**src/rtl/uart_pkg.sv**
```systemverilog
// Shared definitions for the parametrised UART transmitter: parity mode
// encodings, transmit FSM state type and baud divisor helper.
package uart_pkg;

   localparam int unsigned PARITY_NONE = 0;
   localparam int unsigned PARITY_EVEN = 1;
   localparam int unsigned PARITY_ODD  = 2;

   typedef enum logic [2:0] {
      IDLE,
      START,
      DATA,
      PARITY,
      STOP
   } tx_state_t;

   // Clocks per serial bit; integer truncation of the ratio.
   function automatic int unsigned calc_clks_per_bit(input int unsigned clk_freq,
                                                      input int unsigned baud);
      return clk_freq / baud;
   endfunction

endpackage

```
**src/rtl/uart_tx_param_baud.sv**
```systemverilog
// Bit-period counter for the UART transmitter. Counts 0..CLKS_PER_BIT-1 while
// enabled, strobes bit_end_o on the last count and wraps; held at zero when
// disabled so every frame starts on a full bit period.
module uart_baud_tick #(
   parameter int unsigned CLKS_PER_BIT = 10
) (
   input  logic clk_i,
   input  logic rst_ni,
   input  logic en_i,
   output logic bit_end_o
);

   localparam int unsigned CNT_W = $clog2(CLKS_PER_BIT);
   localparam logic [CNT_W-1:0] LAST = CNT_W'(CLKS_PER_BIT - 1);

   logic [CNT_W-1:0] cnt_q, cnt_d;

   // Next count: advance while enabled, wrap at the bit boundary, clear when idle.
   always_comb begin
      cnt_d = '0;
      if (en_i && (cnt_q != LAST)) begin
         cnt_d = cnt_q + CNT_W'(1);
      end
   end

   // Counter register.
   always_ff @(posedge clk_i or negedge rst_ni) begin
      if (!rst_ni) begin
         cnt_q <= '0;
      end else begin
         cnt_q <= cnt_d;
      end
   end

   assign bit_end_o = en_i && (cnt_q == LAST);

endmodule

```
**src/rtl/uart_tx_param.sv**
```systemverilog
// Parametrised UART transmitter: configurable data width, parity and stop
// bits, valid/ready input handshake, registered outputs.
// Optional activity LED stretcher enabled by defining UART_TX_LED_EN.
module uart_tx_param
   import uart_pkg::*;
#(
   parameter int unsigned CLK_FREQ        = 100_000_000,
   parameter int unsigned BAUD_RATE       = 9600,
   parameter int unsigned DATA_BITS       = 8,
   parameter int unsigned PARITY          = 1,
   parameter int unsigned STOP_BITS       = 1,
   parameter int unsigned LED_HOLD_CYCLES = 5_000_000
) (
   input  logic                 clk,
   input  logic                 rst_n,
   input  logic                 tx_valid,
   input  logic [DATA_BITS-1:0] tx_data,
   output logic                 tx_ready,
   output logic                 tx,
   output logic                 tx_busy,
   output logic                 tx_done
`ifdef UART_TX_LED_EN
   ,
   output logic                 led
`endif
);

   localparam int unsigned CLKS_PER_BIT = calc_clks_per_bit(CLK_FREQ, BAUD_RATE);
   localparam logic [3:0]  LAST_DATA    = 4'(DATA_BITS - 1);
   localparam logic [3:0]  LAST_STOP    = 4'(STOP_BITS - 1);

   if (CLKS_PER_BIT < 2) begin : g_bad_baud
      $error("uart_tx_param: CLKS_PER_BIT must be at least 2");
   end
   if ((DATA_BITS < 5) || (DATA_BITS > 9)) begin : g_bad_data
      $error("uart_tx_param: DATA_BITS must be 5..9");
   end
   if (PARITY > PARITY_ODD) begin : g_bad_parity
      $error("uart_tx_param: PARITY must be 0, 1 or 2");
   end
   if ((STOP_BITS < 1) || (STOP_BITS > 2)) begin : g_bad_stop
      $error("uart_tx_param: STOP_BITS must be 1 or 2");
   end
   if (LED_HOLD_CYCLES < 1) begin : g_bad_led
      $error("uart_tx_param: LED_HOLD_CYCLES must be at least 1");
   end

   tx_state_t            state_q, state_d;
   logic                 tx_q, tx_d;
   logic                 ready_q, ready_d;
   logic                 busy_q, busy_d;
   logic                 done_q, done_d;
   logic [DATA_BITS-1:0] shift_q, shift_d;
   logic [3:0]           idx_q, idx_d;
   logic                 par_q, par_d;
   logic                 bit_end;

   uart_baud_tick #(
      .CLKS_PER_BIT(CLKS_PER_BIT)
   ) u_baud (
      .clk_i    (clk),
      .rst_ni   (rst_n),
      .en_i     (state_q != IDLE),
      .bit_end_o(bit_end)
   );

   // Frame sequencing. The line value for the next bit is decided one bit
   // boundary ahead so tx stays registered; idx_q counts data bits in DATA
   // and is reused to count stop bits in STOP.
   always_comb begin
      state_d = state_q;
      tx_d    = tx_q;
      ready_d = ready_q;
      busy_d  = busy_q;
      done_d  = 1'b0;
      shift_d = shift_q;
      idx_d   = idx_q;
      par_d   = par_q;
      case (state_q)
         IDLE: begin
            tx_d    = 1'b1;
            ready_d = 1'b1;
            busy_d  = 1'b0;
            if (tx_valid && ready_q) begin
               state_d = START;
               tx_d    = 1'b0;
               ready_d = 1'b0;
               busy_d  = 1'b1;
               shift_d = tx_data;
               par_d   = (PARITY == PARITY_ODD) ? ~^tx_data : ^tx_data;
            end
         end
         START: begin
            if (bit_end) begin
               state_d = DATA;
               tx_d    = shift_q[0];
               shift_d = shift_q >> 1;
               idx_d   = '0;
            end
         end
         DATA: begin
            if (bit_end) begin
               if (idx_q == LAST_DATA) begin
                  idx_d = '0;
                  if (PARITY != PARITY_NONE) begin
                     state_d = uart_pkg::PARITY;
                     tx_d    = par_q;
                  end else begin
                     state_d = STOP;
                     tx_d    = 1'b1;
                  end
               end else begin
                  idx_d   = idx_q + 4'd1;
                  tx_d    = shift_q[0];
                  shift_d = shift_q >> 1;
               end
            end
         end
         uart_pkg::PARITY: begin
            if (bit_end) begin
               state_d = STOP;
               tx_d    = 1'b1;
            end
         end
         STOP: begin
            if (bit_end) begin
               if (idx_q == LAST_STOP) begin
                  idx_d   = '0;
                  state_d = IDLE;
                  ready_d = 1'b1;
                  busy_d  = 1'b0;
                  done_d  = 1'b1;
               end else begin
                  idx_d = idx_q + 4'd1;
               end
            end
         end
         default: state_d = IDLE;
      endcase
   end

   // FSM and output registers; reset forces the line idle at once.
   always_ff @(posedge clk or negedge rst_n) begin
      if (!rst_n) begin
         state_q <= IDLE;
         tx_q    <= 1'b1;
         ready_q <= 1'b1;
         busy_q  <= 1'b0;
         done_q  <= 1'b0;
         shift_q <= '0;
         idx_q   <= '0;
         par_q   <= 1'b0;
      end else begin
         state_q <= state_d;
         tx_q    <= tx_d;
         ready_q <= ready_d;
         busy_q  <= busy_d;
         done_q  <= done_d;
         shift_q <= shift_d;
         idx_q   <= idx_d;
         par_q   <= par_d;
      end
   end

   assign tx       = tx_q;
   assign tx_ready = ready_q;
   assign tx_busy  = busy_q;
   assign tx_done  = done_q;

`ifdef UART_TX_LED_EN
   localparam int unsigned LED_W = $clog2(LED_HOLD_CYCLES + 1);

   logic [LED_W-1:0] led_cnt_q, led_cnt_d;
   logic             led_q;

   // LED hold counter: (re)load on every done pulse, then count down to zero.
   always_comb begin
      led_cnt_d = led_cnt_q;
      if (done_q) begin
         led_cnt_d = LED_W'(LED_HOLD_CYCLES);
      end else if (led_cnt_q != '0) begin
         led_cnt_d = led_cnt_q - LED_W'(1);
      end
   end

   // LED registers; led tracks the next counter value so it is itself a flop.
   always_ff @(posedge clk or negedge rst_n) begin
      if (!rst_n) begin
         led_cnt_q <= '0;
         led_q     <= 1'b0;
      end else begin
         led_cnt_q <= led_cnt_d;
         led_q     <= (led_cnt_d != '0);
      end
   end

   assign led = led_q;
`endif

endmodule

```
**config.mk**
```make
export PLATFORM = sky130hd
export DESIGN_NAME = uart_tx_param
export DESIGN_NICKNAME = d
export VERILOG_FILES = /design/src/rtl/uart_pkg.sv /design/src/rtl/uart_tx_param_baud.sv /design/src/rtl/uart_tx_param.sv
export SDC_FILE = /design/constraint.sdc
export NUM_CORES = 1
export LEC_CHECK = 0
export CORE_UTILIZATION = 45
export DETAILED_ROUTE_END_ITERATION = 10
export MAX_ROUTING_LAYER = met4
export PLACE_DENSITY = 0.68
export SYNTH_ARGS = -nofsm -noshare
export SYNTH_HDL_FRONTEND = slang
export SYNTH_SLANG_ARGS = --single-unit
```
**constraint.sdc**
```tcl
create_clock -name clk -period 2.78 [get_ports clk]
set_clock_uncertainty 0.05 [all_clocks]
set_input_delay 0.556 -clock clk [delete_from_list [all_inputs] [get_ports clk]]
set_output_delay 0.556 -clock clk [all_outputs]
set_load 0.01 [all_outputs]
```
==> run metrics <==
Post-Synth Simple-Gate Area 19.3%; post-DP HPWL 2.74 mm; mux contribution to synthesized area 11.4%; Rel. slew slack 63.0%; GRT Util Overall 19.3%; final setup TNS 0 ns; n_diodes 0; Starting Density 47.7%; drt drc 0; CTS sink cnt 34; Syn Area/Cell 10.5 sq um; LEAKAGE 0.936 nW; Yosys cell types 48; crit path DAT 2.30 ns; clk root buf clkbuf_8; Synth Area in Adders 1.94%; clk slew on worst S/H paths 0.07 ns; Post-synth top flop dfrtp_1; number of global-route vias before repair 1353; Port Buffers 14; CP required 2.91 ns; power per standard cell area 420 nW/um^2; FF+latch area 853 sq um; via count 1422; CTS tree done; Pins Over Slew Limit 0; register area share after synthesis 44.1%; Skew-Pair Late Insertion Delay 0.29 ns; largest net degree at the start of global routing 35; layout overhead on the synthesized area 13.5%; Wirelength per Cell 14.9 microns; max-cap violation count 0; number of CTS-inserted buffers 5; Least-Margin Pin Slew 0.550 ns; Hold WC Path Type reg2reg; gp weighted congestion 0.857; clk buf depth 2; synth top area cells dfrtp_1 41%, xnor2_1 6.3%, mux2_4 6.2%; vias per std cell 5.64; status completed; PostCTS Resize Cnt 0; Rows 23; die area 4570 sq um; unrepaired setup endpoints after global routing false; Synth Cell Area 1940 sq um; H-tree level count 2; initial antenna violation count 0; number of synthesized flops with an enable pin 0; maximum VDD drop 215 uV; total global routing overflow 0; Synth Net Count 199; Seq cells post-synth 34; ANT nets after route 0; crit end category flop; period utilization 78.3%; Routed WL 3.75 mm; initial detailed-routing violation count 94; share of flip-flops with an asynchronous set or reset 100%; post-synth top area share 41.3%; Startpoint Class flop; fmax 459 MHz; Hold Buf Count CTS 0; global-route wire length before repair 6.18 mm; Multi-input gate area 1010 sq um; post-synthesis compound-gate area fraction 10.9%; Setup Buffers After CTS 0; IO Count 15; cells after synthesis 185; crit path kind reg2reg; Final Hold Fails 0; worst-path fanout max 8; chip width 67.6 microns; core box area 4060 sq um; Yosys warnings 0; cell taking the most area after synthesis dfrtp_1; final count of negative-setup-slack endpoints 0; Final WS setup 0.602 ns; xor and xnor area share after synthesis 8.59%; Die Span Y 67.6 microns; Net count, final 215; pre-CTS setup slack 0.540 ns; fillers 365; largest family of logic cells by synthesized area simple AND/OR/NAND/NOR gates; final critical-path required period 2.18 ns; layout cells sized above 1 16.3%; first drt pass iteration count 4
[where the power goes]
group / total [W] / internal (W) / switching (W)
Combinational: 0.0000480 / 0.0000246 / 0.0000234
Clock: 0.000380 / 0.000200 / 0.000181
Sequential: 0.000495 / 0.000495 / 0
Total: 0.000923 / 0.000719 / 0.000204
[path summary, 6_finish.rpt]
kind / from / endpoint / slack, ns / cells after the start
setup / recovery: u_baud.cnt_q[0]$_DFF_PN0_ / shift_q[4]$_DFFE_PN0P_ / 0.60 / 5
hold / removal: u_baud.cnt_q[0]$_DFF_PN0_ / u_baud.cnt_q[0]$_DFF_PN0_ / 0.44 / 1
setup reg to reg: u_baud.cnt_q[0]$_DFF_PN0_ / shift_q[4]$_DFFE_PN0P_ / 0.60 / 5
hold reg to reg: u_baud.cnt_q[0]$_DFF_PN0_ / u_baud.cnt_q[0]$_DFF_PN0_ / 0.44 / 1
max in group asynchronous: rst_n / tx$_DFFE_PN1P_ / 1.73 / 2
min in group asynchronous: rst_n / tx_done$_DFF_PN0_ / 0.62 / 2
[per-layer routing]
metal | track usage, % | wire, microns | up-vias
met5 | - | 0 | -
met4 | 6.65 | 47 | 0
met3 | 6.25 | 157 | 7
met2 | 29.2 | 1860 | 27
met1 | 24.1 | 1680 | 702
li1 | - | - | 686
[kinds of logic (layout without fill, tap and decap cells)]
logic type / count (synthesis) / count (layout)
AND/OR/NAND/NOR: 66 / 66
flip-flops: 34 / 34
AO/OA/AOI/OAI: 33 / 33
XOR/XNOR: 19 / 19
multiplexers: 17 / 17
buffers and inverters: 13 / 30
adder cells (fa/ha/maj): 3 / 3
[layout make-up]
| type | count | share of cell area [%] |
|---|---|---|
| Inverter | 5 | 0.854 |
| Tap cell | 50 | 2.85 |
| Multi-Input combinational cell | 138 | 45.9 |
| Timing Repair Buffer | 17 | 7.40 |
| Clock buffer | 7 | 3.93 |
| Sequential cell | 34 | 38.8 |
| Clock inverter | 1 | 0.228 |
[cells in the mapped netlist (2+ instances only)]
| cell | n |
|---|---|
| dfrtp_1 | 32 |
| nor2_1 | 21 |
| xnor2_1 | 14 |
| o21ai_0 | 10 |
| nand2_1 | 9 |
| mux2_2 | 8 |
| mux2_4 | 8 |
| a21oi_1 | 7 |
| inv_1 | 5 |
| nand3_1 | 5 |
| nand4_1 | 5 |
| xor2_1 | 5 |
| and2_1 | 3 |
| buf_6 | 3 |
| clkbuf_1 | 3 |
| ha_1 | 3 |
| nand2b_1 | 3 |
| nor3_1 | 3 |
| a31oi_1 | 2 |
| and4_1 | 2 |
| buf_2 | 2 |
| dfstp_2 | 2 |
| nand3b_1 | 2 |
| nor4_1 | 2 |
| o41ai_1 | 2 |
| or3b_1 | 2 |
[stage by stage]
stage	total power [W]	utilization (%)	hold slack (ns)	cell area, sq um	std cells
floorplan	0.000521	-	0.210	1940	185
global placement	0.000550	51.9	0.417	2110	244
detailed placement	0.000553	51.9	0.432	2110	244
CTS	0.000936	54.2	0.441	2200	252
global route	0.000958	54.2	0.473	2200	252
finish	0.000923	54.2	0.436	2200	252
[critical path, stage by stage (launching register included)]
cell and delay [ns]:
dfrtp_1 0.38, ha_1 0.21, and4_1 0.33, and4_4 0.31, o211a_1 0.43, mux2_4 0.34
[layout by cell type (no fill, tap or decap), types with 2 or more instances in the layout]
| cell | n |
|---|---|
| dfrtp_1 | 32 |
| nor2_1 | 21 |
| xnor2_1 | 14 |
| clkdlybuf4s50_1 | 14 |
| o21ai_0 | 10 |
| nand2_1 | 9 |
| mux2_2 | 8 |
| mux2_4 | 8 |
| a21oi_1 | 7 |
| clkbuf_8 | 6 |
| nand4_1 | 5 |
| xor2_1 | 5 |
| inv_1 | 5 |
| nand3_1 | 5 |
| and2_1 | 3 |
| nor3_1 | 3 |
| nand2b_1 | 3 |
| ha_1 | 3 |
| buf_4 | 3 |
| and4_1 | 2 |
| nor4_1 | 2 |
| o41ai_1 | 2 |
| or3b_1 | 2 |
| a31oi_1 | 2 |
| nand3b_1 | 2 |
| dfstp_2 | 2 |
[state kept, by name, summed over array words and instances, names as in the netlist]
name / count
u_baud.cnt_q: 14
idx_q: 4
tx: 1
shift_q: 8
tx_busy: 1
state_q: 3
par_q: 1
tx_done: 1
tx_ready: 1
Power figures use the tool's default switching activity.
